[config.mk]
export PLATFORM = sky130hd
export DESIGN_NAME = knn_sample_loader
export DESIGN_NICKNAME = d
export VERILOG_FILES = /design/src/rtl/knn_pkg.sv /design/src/rtl/knn_sample_mem.sv /design/src/rtl/knn_sample_loader.sv
export SDC_FILE = /design/constraint.sdc
export NUM_CORES = 1
export LEC_CHECK = 0
export ABC_AREA = 1
export CAP_MARGIN = 30
export CELL_PAD_IN_SITES_DETAIL_PLACEMENT = 1
export CELL_PAD_IN_SITES_GLOBAL_PLACEMENT = 2
export CORE_MARGIN = 2
export CORE_UTILIZATION = 45
export CTS_BUF_LIST = sky130_fd_sc_hd__clkbuf_4
export DETAILED_ROUTE_END_ITERATION = 8
export PLACE_DENSITY = 0.84
export SYNTH_ARGS = -nofsm -noshare
export SYNTH_HDL_FRONTEND = slang
export SYNTH_SLANG_ARGS = --single-unit
[constraint.sdc]
create_clock -name clk -period 2.8 [get_ports clk]
set_input_delay 0.28 -clock clk [delete_from_list [all_inputs] [get_ports clk]]
set_output_delay 0.28 -clock clk [all_outputs]
set_load 0.05 [all_outputs]
[src/rtl/knn_pkg.sv]
// knn_pkg: shared parameters and types for the KNN sample loader.
//   DEPTH / ADDR_W  : sample memory size and address width
//   FEAT_W / LABEL_W: feature and class label widths
//   state_t         : loader FSM encoding
//   sample_t        : stored sample word {label, feature}
package knn_pkg;

    localparam int DEPTH      = 128;
    localparam int ADDR_W     = 7;
    localparam int FEAT_W     = 8;
    localparam int LABEL_W    = 2;
    localparam int COUNT_W    = ADDR_W + 1;
    localparam int SAMPLE_W   = LABEL_W + FEAT_W;
    localparam int NUM_LABELS = 1 << LABEL_W;
    localparam int HIST_W     = 8;

    typedef enum logic [1:0] {
        IDLE  = 2'b00,
        LABEL = 2'b01,
        FEAT  = 2'b10,
        DONE  = 2'b11
    } state_t;

    typedef struct packed {
        logic [LABEL_W-1:0] label;
        logic [FEAT_W-1:0]  feature;
    } sample_t;

endpackage

[src/rtl/knn_sample_mem.sv]
// knn_sample_mem: DEPTH x SAMPLE_W sample store, contents not reset.
//   clk     : write clock (rising edge)
//   we      : write enable
//   wr_addr : write address
//   wr_data : sample word written at the clock edge
//   rd_addr : read address
//   rd_data : combinational read of mem[rd_addr]
module knn_sample_mem
    import knn_pkg::*;
(
    input  logic              clk,
    input  logic              we,
    input  logic [ADDR_W-1:0] wr_addr,
    input  sample_t           wr_data,
    input  logic [ADDR_W-1:0] rd_addr,
    output sample_t           rd_data
);

    sample_t mem [DEPTH];

    always_ff @(posedge clk) begin
        if (we) begin
            mem[wr_addr] <= wr_data;
        end
    end

    assign rd_data = mem[rd_addr];

endmodule

[src/rtl/knn_sample_loader.sv]
// knn_sample_loader: receives {label byte, feature byte} pairs over a valid/ready
// byte stream, stores them in the sample memory and pulses knn_start when the
// dataset is complete (in_last on a feature byte, or memory full).
//   clk, rst      : clock, asynchronous active-high reset
//   load_start    : clear count and (re)start a load; beats priority-lost to it
//   in_valid/in_data/in_last/in_ready : byte stream handshake
//   rd_addr/rd_data/rd_hit : combinational scan port for the distance unit
//   sample_count  : samples stored (0..DEPTH)
//   load_done     : level, dataset complete
//   knn_start     : one-cycle pulse on entry to DONE
//   label_hist    : per-label sample counts {l3,l2,l1,l0}, built only when
//                   KNN_LOADER_HIST_EN is defined, otherwise tied to 0
//
// state | meaning
// IDLE  | waiting for load_start
// LABEL | expecting the label byte of the next sample
// FEAT  | expecting the feature byte; completes and stores the sample
// DONE  | dataset complete, stream refused until load_start
module knn_sample_loader
    import knn_pkg::*;
(
    input  logic                clk,
    input  logic                rst,
    input  logic                load_start,
    input  logic                in_valid,
    input  logic [7:0]          in_data,
    input  logic                in_last,
    output logic                in_ready,
    input  logic [ADDR_W-1:0]   rd_addr,
    output logic [SAMPLE_W-1:0] rd_data,
    output logic                rd_hit,
    output logic [COUNT_W-1:0]  sample_count,
    output logic                load_done,
    output logic                knn_start,
    output logic [4*8-1:0]      label_hist
);

    state_t             state;
    logic [LABEL_W-1:0] label_q;
    logic               beat;
    logic               wr_en;
    sample_t            wr_word;
    sample_t            rd_word;

    assign beat    = in_valid && in_ready;
    // load_start wins over a simultaneous feature beat, so that beat is not stored
    assign wr_en   = (state == FEAT) && beat && !load_start;
    assign wr_word = '{label: label_q, feature: in_data[FEAT_W-1:0]};

    always_ff @(posedge clk or posedge rst) begin
        if (rst) begin
            state        <= IDLE;
            in_ready     <= 1'b0;
            load_done    <= 1'b0;
            knn_start    <= 1'b0;
            sample_count <= '0;
            label_q      <= '0;
        end else begin
            knn_start <= 1'b0;
            if (load_start) begin
                state        <= LABEL;
                in_ready     <= 1'b1;
                load_done    <= 1'b0;
                sample_count <= '0;
            end else begin
                case (state)
                    IDLE: ;
                    LABEL: begin
                        if (beat) begin
                            label_q <= in_data[LABEL_W-1:0];
                            state   <= FEAT;
                        end
                    end
                    FEAT: begin
                        if (beat) begin
                            sample_count <= sample_count + 1'b1;
                            if (in_last || sample_count == COUNT_W'(DEPTH - 1)) begin
                                state     <= DONE;
                                in_ready  <= 1'b0;
                                load_done <= 1'b1;
                                knn_start <= 1'b1;
                            end else begin
                                state <= LABEL;
                            end
                        end
                    end
                    DONE: ;
                    default: state <= IDLE;
                endcase
            end
        end
    end

    knn_sample_mem u_mem (
        .clk     (clk),
        .we      (wr_en),
        .wr_addr (sample_count[ADDR_W-1:0]),
        .wr_data (wr_word),
        .rd_addr (rd_addr),
        .rd_data (rd_word)
    );

    assign rd_data = rd_word;
    assign rd_hit  = {1'b0, rd_addr} < sample_count;

`ifdef KNN_LOADER_HIST_EN
    logic [HIST_W-1:0] hist [NUM_LABELS];

    always_ff @(posedge clk or posedge rst) begin
        if (rst) begin
            for (int i = 0; i < NUM_LABELS; i++) begin
                hist[i] <= '0;
            end
        end else if (load_start) begin
            for (int i = 0; i < NUM_LABELS; i++) begin
                hist[i] <= '0;
            end
        end else if (wr_en && hist[label_q] != {HIST_W{1'b1}}) begin
            hist[label_q] <= hist[label_q] + 1'b1;
        end
    end

    assign label_hist = {hist[3], hist[2], hist[1], hist[0]};
`else
    assign label_hist = '0;
`endif

endmodule

# Yosys cells after proc, flatten, opt, wreduce, memory -nomap -nowiden
# Memory sizes are Yosys's and may differ from the RTL's.
# Cells that the tools add are included.
# word_totals
out_inout_bits	54
ram_bits	1280
mem_count	1
register_bits	15
wordCells	50
inputBits	20
# memory_table
memory	words	word_bits	read_ports	rd_clocked_by_memory_dff	wr	line_no	source
u_mem.mem	128	10	1	0	1	knn_sample_mem.sv:19	sample_t mem [DEPTH];
# op_classes
n_lt_le_gt_ge	1
bitwise_logic	1
n_reduce_logical	13
n_eq_ne	5
add_sub_neg	1
muxes	22
# op_table
cell	n
$mux W8	3
$mux W1	14
$reduce_and A3 Y1	3
$add A8 B1 Y8 const B	1
$eq A8 B7 Y1 const B	1
$lt A7 B8 Y1	1
$mux W2	4
$ne A3 B3 Y1 const B	2
$reduce_bool A2 Y1	3
$pmux W2 S2	1
$logic_and A1 B1 Y1	3
$reduce_bool A3 Y1	1
$eq A2 B1 Y1 const B	1
$eq A2 B2 Y1 const B	1
$reduce_and A2 Y1	1
$logic_not A1 Y1	1
$logic_or A1 B1 Y1	1
$not A1 Y1	1

# Depth between registers and ports, before layout
# Gate-level depths: netlist of the first run.
# depth
depth_word	6
depth_mapped	14
mapped_depth_nobuf	11

# By module
# A second synthesis of the first run with hierarchy kept.
# unflattened
hier_cells	4563
area_unflattened_um2	53197.3
# by_module_without_submodules
mod	area_each_um2	cells_each	instances	seq_area_each_um2
knn_sample_mem	52006.1	4409	1	38436.9
knn_sample_loader	1191.1	154	1	375.4

# Least setup slack after synthesis of the first run
# Ideal clock, no wire load.
# synth_timing
path_kind	register to output
startpoint	register sample_count[1]
endpoint	output port rd_hit
t_required_ns	2.520
path_slack_ns	-0.252
n_path_buf	0
stages_incl_launch_ff	7
t_arrival_ns	2.772
cell_sequence	dfrtp_1 > inv_1 > ha_1 > a21boi_0 > o211ai_1 > a21oi_1 > a211oi_1
# synth_via
elab_chain_cells	1
# synth_rtl
element	line_no	source
from (decl)	knn_sample_loader.sv:32	output logic [COUNT_W-1:0] sample_count,
from (signal assigned)	knn_sample_loader.sv:76	sample_count <= sample_count + 1'b1;
$lt A7 B8 Y1	knn_sample_loader.sv:104	assign rd_hit = {1'b0, rd_addr} < sample_count;
to (decl)	knn_sample_loader.sv:31	output logic rd_hit,
# Every way passes these cells.

# Worst setup path after layout of the first run
# Same ends and word-level chain as after synthesis.

==> impl_metrics.csv, run 1 <==
group,metric,value,unit
clock_tree,cts_made_buffers,355,
final_layout,fillers,12200,
placement,io_buffers,41,
grt,overflow,0,
power,p_leak,23.8,nW
clock_tree,cts_sinks,1295,
final_layout,postLayoutCellArea,0.0641,mm2
critical_path,crit_buf_inv,2,
critical_path,crit_path_start_kind,"flop",
synthesis,synth_warnings,0,
floorplan,row_count,126,
timing,setup_violations,11,
critical_path,cp_data_arrival_time,2820,ps
clock_tree,cts_root_buf,"clkbuf_4",
worst_hold_path,hold_class,"input pin to flop",
power,power,0.0422,W
timing,fin_ws,-301,ps
synthesis,synthesis.area_per_instance,11.8,um2
drt,routedWlPerCell,25.0,um
clock_tree,h-tree-depth,5,
synthesis,postSynth.asyncResetShare,1.16,%
timing,worstMarginPinSlew,924,ps
critical_path,cp_max_fo,2,
drt,vias_per_cell,5.67,
floorplan,die_y,348,um
synthesis,synth_top_area_share,72.1,%
final_layout,layout-drive-gt1-share,24.8,%
synthesis,synth_edf_count,1280,
worst_hold_path,hold_path_end,"u_mem.mem[12][6]$_DFFE_PP_",
timing,rsz0062_at_grt,"yes",
final_layout,layout.cells.most_common,"nand2_1",
power,pwr_density_cell,659,mW/mm2
drt,num_vias,38500,
clock_tree,clk_latency,1280,ps
worst_hold_path,hp-start,"in_data[6]",
timing,fin_crit_sh,111,%
grt,grt_max_degree,97,
timing,finalHoldViolations,0,
timing,relSlewSlack,38.0,%
clock_tree,cts_tree,"yes",
drt,drt_iter0_drc,3604,
final_layout,area_growth,20.3,%
critical_path,critPathKind,"flop to output port",
grt,grtUsageTotal,28.0,%
critical_path,cp-end-kind,"output port",
placement,gp_routability_congestion,0.864,
critical_path,slowest_delay,420,ps
final_layout,finish.net_count,5035,
grt,grt_pass1_wl,254,mm
synthesis,seq_area_frac_synth,72.9,%
placement,dpl_cell_area,0.0577,mm2
grt,grt_pass1_vias,40400,
synthesis,syn_inst,4515,
timing,fmax,0.323,GHz
drt,antenna_violating_nets_post_route,0,
timing,layout_min_cycle_time,3100,ps
critical_path,cp.required,2520,ps
floorplan,core_area,0.118,mm2
floorplan,ios,74,
drt,firstDrtPassIters,5,
synthesis,synth_top_area_cell,"edfxtp_1",
critical_path,ff2ff_path_depth,10,
placement,preCtsSetupSlack,-54.0,ps
clock_tree,clk_pin_slew_worst_paths,60,ps
synthesis,synth_area,0.0533,mm2
floorplan,start_util,45.2,%
synthesis,synth_cell_types,27,
drt,routed_wl,170,mm
critical_path,reg2reg_to,"u_mem.mem[52][5]$_DFFE_PP_",
clock_tree,clk_path_buf_depth,4,
timing,fin_skew,80.4,ps
worst_hold_path,hold_depth,2,
final_layout,layout_common_cells,"nand2_1, edfxtp_1, nand3_1",
run_status,failed_checks,"negative setup slack",
critical_path,crit_path_start,"sample_count[1]$_DFFE_PP0P_",
placement,hpwl,103,mm
synthesis,synthFlopType,"edfxtp_1",
synthesis,synth-seq-cells,1295,
run,max-cap-violations,0,
run_status,status,"finished, violations left",
critical_path,cpMaxStageDelayCell,"dfrtp_2",
floorplan,die_area,0.121,mm2
grt,antenna_found_initial,3,
floorplan,die-width,348,um
critical_path,r2r_setup_slack,420,ps
critical_path,critical-path-top-delay-family,"compound AO/OA/AOI/OAI gates",
critical_path,rr_startpoint,"in_ready$_DFFE_PP0P_",
drt,drc,0,
timing,timing.final.max_slew_violations,0,
critical_path,path_cells,"inv_4 > ha_4 > a21boi_2 > o211ai_1 > a21oi_2 > a211oi_2 > buf_12",
synthesis,synth.top_cells.by_area,"edfxtp_1, nand3_1, nand2_1, buf_4, buf_2",
power,peakVddDrop,484,uV
stage by stage:
step	hold slack, ps	utilization [%]	setup TNS, ps	instances
4_1_cts	13.5	53.8	-3910	6778
3_5_place_dp	478	49.0	-54.0	6166
3_3_place_gp	471	49.0	-13.9	6166
6_report	108	54.4	-2780	6786
5_1_grt	46.5	54.4	-4190	6785
2_1_floorplan	181	-	0	4546
cells by family after synthesis:
| group | synth area share [%] |
|---|---|
| buffers and inverters | 3.84 |
| and+or+nand+nor | 22.8 |
| AOI/OAI and AO/OA | 0.261 |
| adders and majority gates | 0.164 |
| other | 0.00704 |
| muxes | 0.0423 |
| DFF | 72.9 |
how the worst max path moves through the flow:
stage,end,slack (ps),cells after the start
6_report,rd_hit,-300,7
3_5_place_dp,rd_data[6],-50,16
2_1_floorplan,rd_hit,230,6
4_1_cts,rd_hit,-460,7
3_3_place_gp,rd_data[6],-10,16
5_1_grt,rd_hit,-420,7
where the power goes:
| part | total, W | switching (W) | leakage (nW) | internal, W |
|---|---|---|---|---|
| Combinational | 0.00382 | 0.00274 | 9.55 | 0.00108 |
| Sequential | 0.0220 | 0.000246 | 11.7 | 0.0217 |
| Clock | 0.0164 | 0.00785 | 2.55 | 0.00858 |
sequential cells by signal, summed over array words and instances (netlist names):
| name | cells |
|---|---|
| in_ready | 1 |
| knn_start | 1 |
| label_q | 2 |
| load_done | 1 |
| sample_count | 8 |
| state | 2 |
| u_mem.mem | 1280 |
cells in the mapped netlist (2+ instances only):
cell type / count
nand2_1: 1522
edfxtp_1: 1280
nand3_1: 1163
nor2_1: 145
buf_2: 137
buf_4: 98
clkbuf_1: 42
buf_6: 28
inv_1: 21
dfrtp_1: 15
buf_1: 14
a21oi_1: 10
ha_1: 7
o21ai_0: 7
inv_2: 5
nand3_2: 5
a211oi_1: 2
mux2_2: 2
nor2_2: 2
nor3_1: 2
o211ai_1: 2
area by class of cell:
| cell class | count | area (um2) | area share, % |
|---|---|---|---|
| clock buffer | 510 | 3830 | 5.97 |
| multi-input combinational | 2905 | 14500 | 22.6 |
| sequential | 1295 | 38800 | 60.6 |
| timing repair buffer | 424 | 4500 | 7.01 |
| clock inverter | 83 | 402 | 0.627 |
| tap | 1536 | 1920 | 3.00 |
| inverter | 27 | 125 | 0.195 |
| antenna | 6 | 15.0 | 0.0234 |
routing by layer:
layer / GRT usage, % / routed length [um] / vias to the layer above
met5: 0 / 0 / -
met4: 11.1 / 5540 / 0
met3: 4.52 / 12300 / 327
met2: 45.8 / 82400 / 1491
met1: 37.5 / 69700 / 19600
li1: - / - / 17100
what timing repair did:
| item | CTS | global route |
|---|---|---|
| gates cloned | 0 | 0 |
| endpoints found under the hold margin | 1054 | 0 |
| gates resized for setup | 296 | 151 |
| endpoints found under the setup margin | 19 | 11 |
| hold buffers | 19 | 0 |
| setup buffers | 2 | 0 |
| pin swaps | 93 | 73 |
Note: power is estimated with default switching activity, not from simulation.
==> inputs of run 2 (changes only) <==
- PLACE_DENSITY: 0.84 -> unset
- PLACE_DENSITY_LB_ADDON: unset -> 0.1
==> run 2 against run 1 <==
  * The run still ends with negative setup slack left
  * Sequential cell count is the same
  * Global-route usage is 0.15 points lower
  * Clock power up 2%
  * Sequential share of layout area rose by 0.68 points
  * Non-clock buffer count shrank 22
  * Final area down 1.1%
  * Worst hold slack gained 39 ps
  * Die area is the same
  * Utilization decreased by 0.60 points
  * First-iteration DRC count down 14%
  * Fmax decreased by 1.1%
  * Critical path depth grew 4
  * Critical endpoint is now rd_data[7]
==> impl_metrics.csv, run 2 (synthesized netlist as in run 1, its figures left out) <==
group,metric,value,unit
critical_path,cpMaxStageDelayCell,"edfxtp_1",
final_layout,fin_cells,6769,
final_layout,top_regs,"u_mem.mem x1280, sample_count x8",
timing,rsz0062_at_grt,"yes",
power,peakVddDrop,404,uV
placement,io_buffers,41,
final_layout,final_core_util,53.8,%
critical_path,path_cells,"nand2_1 > nand3_1 > nand3_1 > nand3_1 > nand2_1 > nand2_1 > nand3_1 > nand2_1 > nand2_2 > nand2_4 > buf_12",
critical_path,cp_max_fo,1,
floorplan,start_util,45.2,%
power,p_leak,23.5,nW
clock_tree,h-tree-depth,5,
drt,drc,0,
placement,hpwl,101,mm
timing,timing.final.max_slew_violations,0,
grt,grtUsageTotal,27.8,%
grt,grt_max_degree,129,
drt,wl_met2,79.3,mm
critical_path,critPathKind,"flop to output port",
clock_tree,cts_root_buf,"clkbuf_4",
timing,fmax,0.319,GHz
drt,drt_iter0_drc,3105,
drt,vias_per_cell,5.54,
drt,firstDrtPassIters,6,
floorplan,die_area,0.121,mm2
floorplan,core_area,0.118,mm2
power,power,0.0425,W
run_status,status,"finished, violations left",
floorplan,die_y,348,um
clock_tree,cts_made_buffers,362,
timing,fin_skew,61.4,ps
drt,drt-met1-wl,74.5,mm
final_layout,layout-drive-gt1-share,23.3,%
grt,grt_pass1_vias,38800,
timing,holdWs,148,ps
grt,grt_pass1_wl,249,mm
clock_tree,cts_tree,"yes",
final_layout,layout.cells.most_common,"nand2_1",
floorplan,die-width,348,um
critical_path,cp.required,2520,ps
drt,antenna_violating_nets_post_route,0,
final_layout,finish.net_count,5020,
clock_tree,clk_latency,1290,ps
power,pwr_density_cell,670,mW/mm2
critical_path,cp_data_arrival_time,2850,ps
timing,worstMarginPinSlew,967,ps
final_layout,area_growth,19.0,%
timing,layout_min_cycle_time,3130,ps
critical_path,critical-path-top-delay-family,"simple AND/OR/NAND/NOR gates",
timing,fin_crit_sh,112,%
placement,gp_routability_congestion,0.799,
final_layout,regMostFlops,"u_mem.mem",
timing,fin_setup_tns,-3370,ps
clock_tree,clk_path_buf_depth,4,
drt,maxUsedRoutingLayer,"met5",
clock_tree,clk_pin_slew_worst_paths,70,ps
final_layout,largest_register_ff_count,1280,
floorplan,ios,74,
timing,fin_ws,-335,ps
timing,finalHoldViolations,0,
drt,wl_met3,10.7,mm
grt,antenna_found_initial,5,
critical_path,crit_buf_inv,1,
final_layout,layout_common_cells,"nand2_1, edfxtp_1, nand3_1",
placement,placedCellCount,6141,
critical_path,slowest_delay,390,ps
clock_tree,cts_sinks,1295,
worst_hold_path,hold_class,"input pin to flop",
drt,routedWlPerCell,24.9,um
grt,overflow,0,
critical_path,crit_path_start_kind,"flop",
critical_path,cp-end-kind,"output port",
drt,routed_wl,168,mm
timing,relSlewSlack,35.5,%
run_status,failed_checks,"negative setup slack",
drt,num_vias,37500,
floorplan,row_count,126,
run,max-cap-violations,0,
timing,setup_violations,11,
==> run 2: cell types whose count changed in the layout (fill, tap and decap cells not counted), sizes merged <==
cell           before  now
buf               388  363
bufinv              3    2
clkbuf            510  544
clkdlybuf4s50       9    6
clkinv             77   51
diode               6    5
dlygate4sd2         8   11
dlygate4sd3        19   22
inv                30   29
==> run 2: routing by layer <==
metal,vias up,GRT usage (%)
li1,17000,-
met1,19100,38.4
met2,1164,44.5
met3,250,5.70
met4,2,8.73
met5,-,0
==> run 2: where the power goes <==
part	total, W	internal, W	switching (W)	leakage (nW)
registers	0.0220	0.0217	0.000292	11.7
clock network	0.0168	0.00894	0.00782	2.64
logic	0.00368	0.00104	0.00264	9.20
total	0.0425	0.0317	0.0107	23.5
==> run 2: stage by stage <==
stage / cell area [um2] / worst slack (ps)
floorplan: 53400 / 227
global placement: 57400 / -22.9
detailed placement: 57400 / 6.64
CTS: 62900 / -547
global route: 63400 / -514
finish: 63400 / -335
==> run 2: worst min-delay path, cell delays in order <==
cell	delay, ps
dlygate4sd3_1	540
buf_4	190
buf_12	210
==> run 2: cell type report <==
class | count | area [um2]
clock inverter | 55 | 265
inverter | 27 | 125
antenna | 5 | 12.5
fill | 12300 | 54400
tap | 1536 | 1920
multi-input combinational | 2905 | 13900
clock buffer | 544 | 4080
sequential | 1295 | 38800
timing repair buffer | 402 | 4220
==> run 2: repair_timing <==
item | 4_1_cts | 5_1_grt
buffers inserted | 2 | 0
pin swaps | 61 | 65
endpoints found under the setup margin | 22 | 11
hold buffers | 24 | 0
resized for setup | 245 | 97
endpoints found under the hold margin | 1054 | 0
==> run 2: worst paths after layout <==
| check | startpoint | to | slack [ps] | cells after the start |
|---|---|---|---|---|
| min reg2reg | load_done$_DFFE_PP0P_ | load_done$_DFFE_PP0P_ | 500 | 2 |
| max reg2reg | state[0]$_DFFE_PP0P_ | u_mem.mem[54][0]$_DFFE_PP_ | 570 | 9 |
| max | u_mem.mem[92][7]$_DFFE_PP_ | rd_data[7] | -330 | 11 |
| min in group asynchronous | rst | state[0]$_DFFE_PP0P_ | 480 | 4 |
| min | in_data[2] | u_mem.mem[87][2]$_DFFE_PP_ | 150 | 3 |
| max in group asynchronous | rst | label_q[0]$_DFFE_PP0P_ | 1860 | 4 |
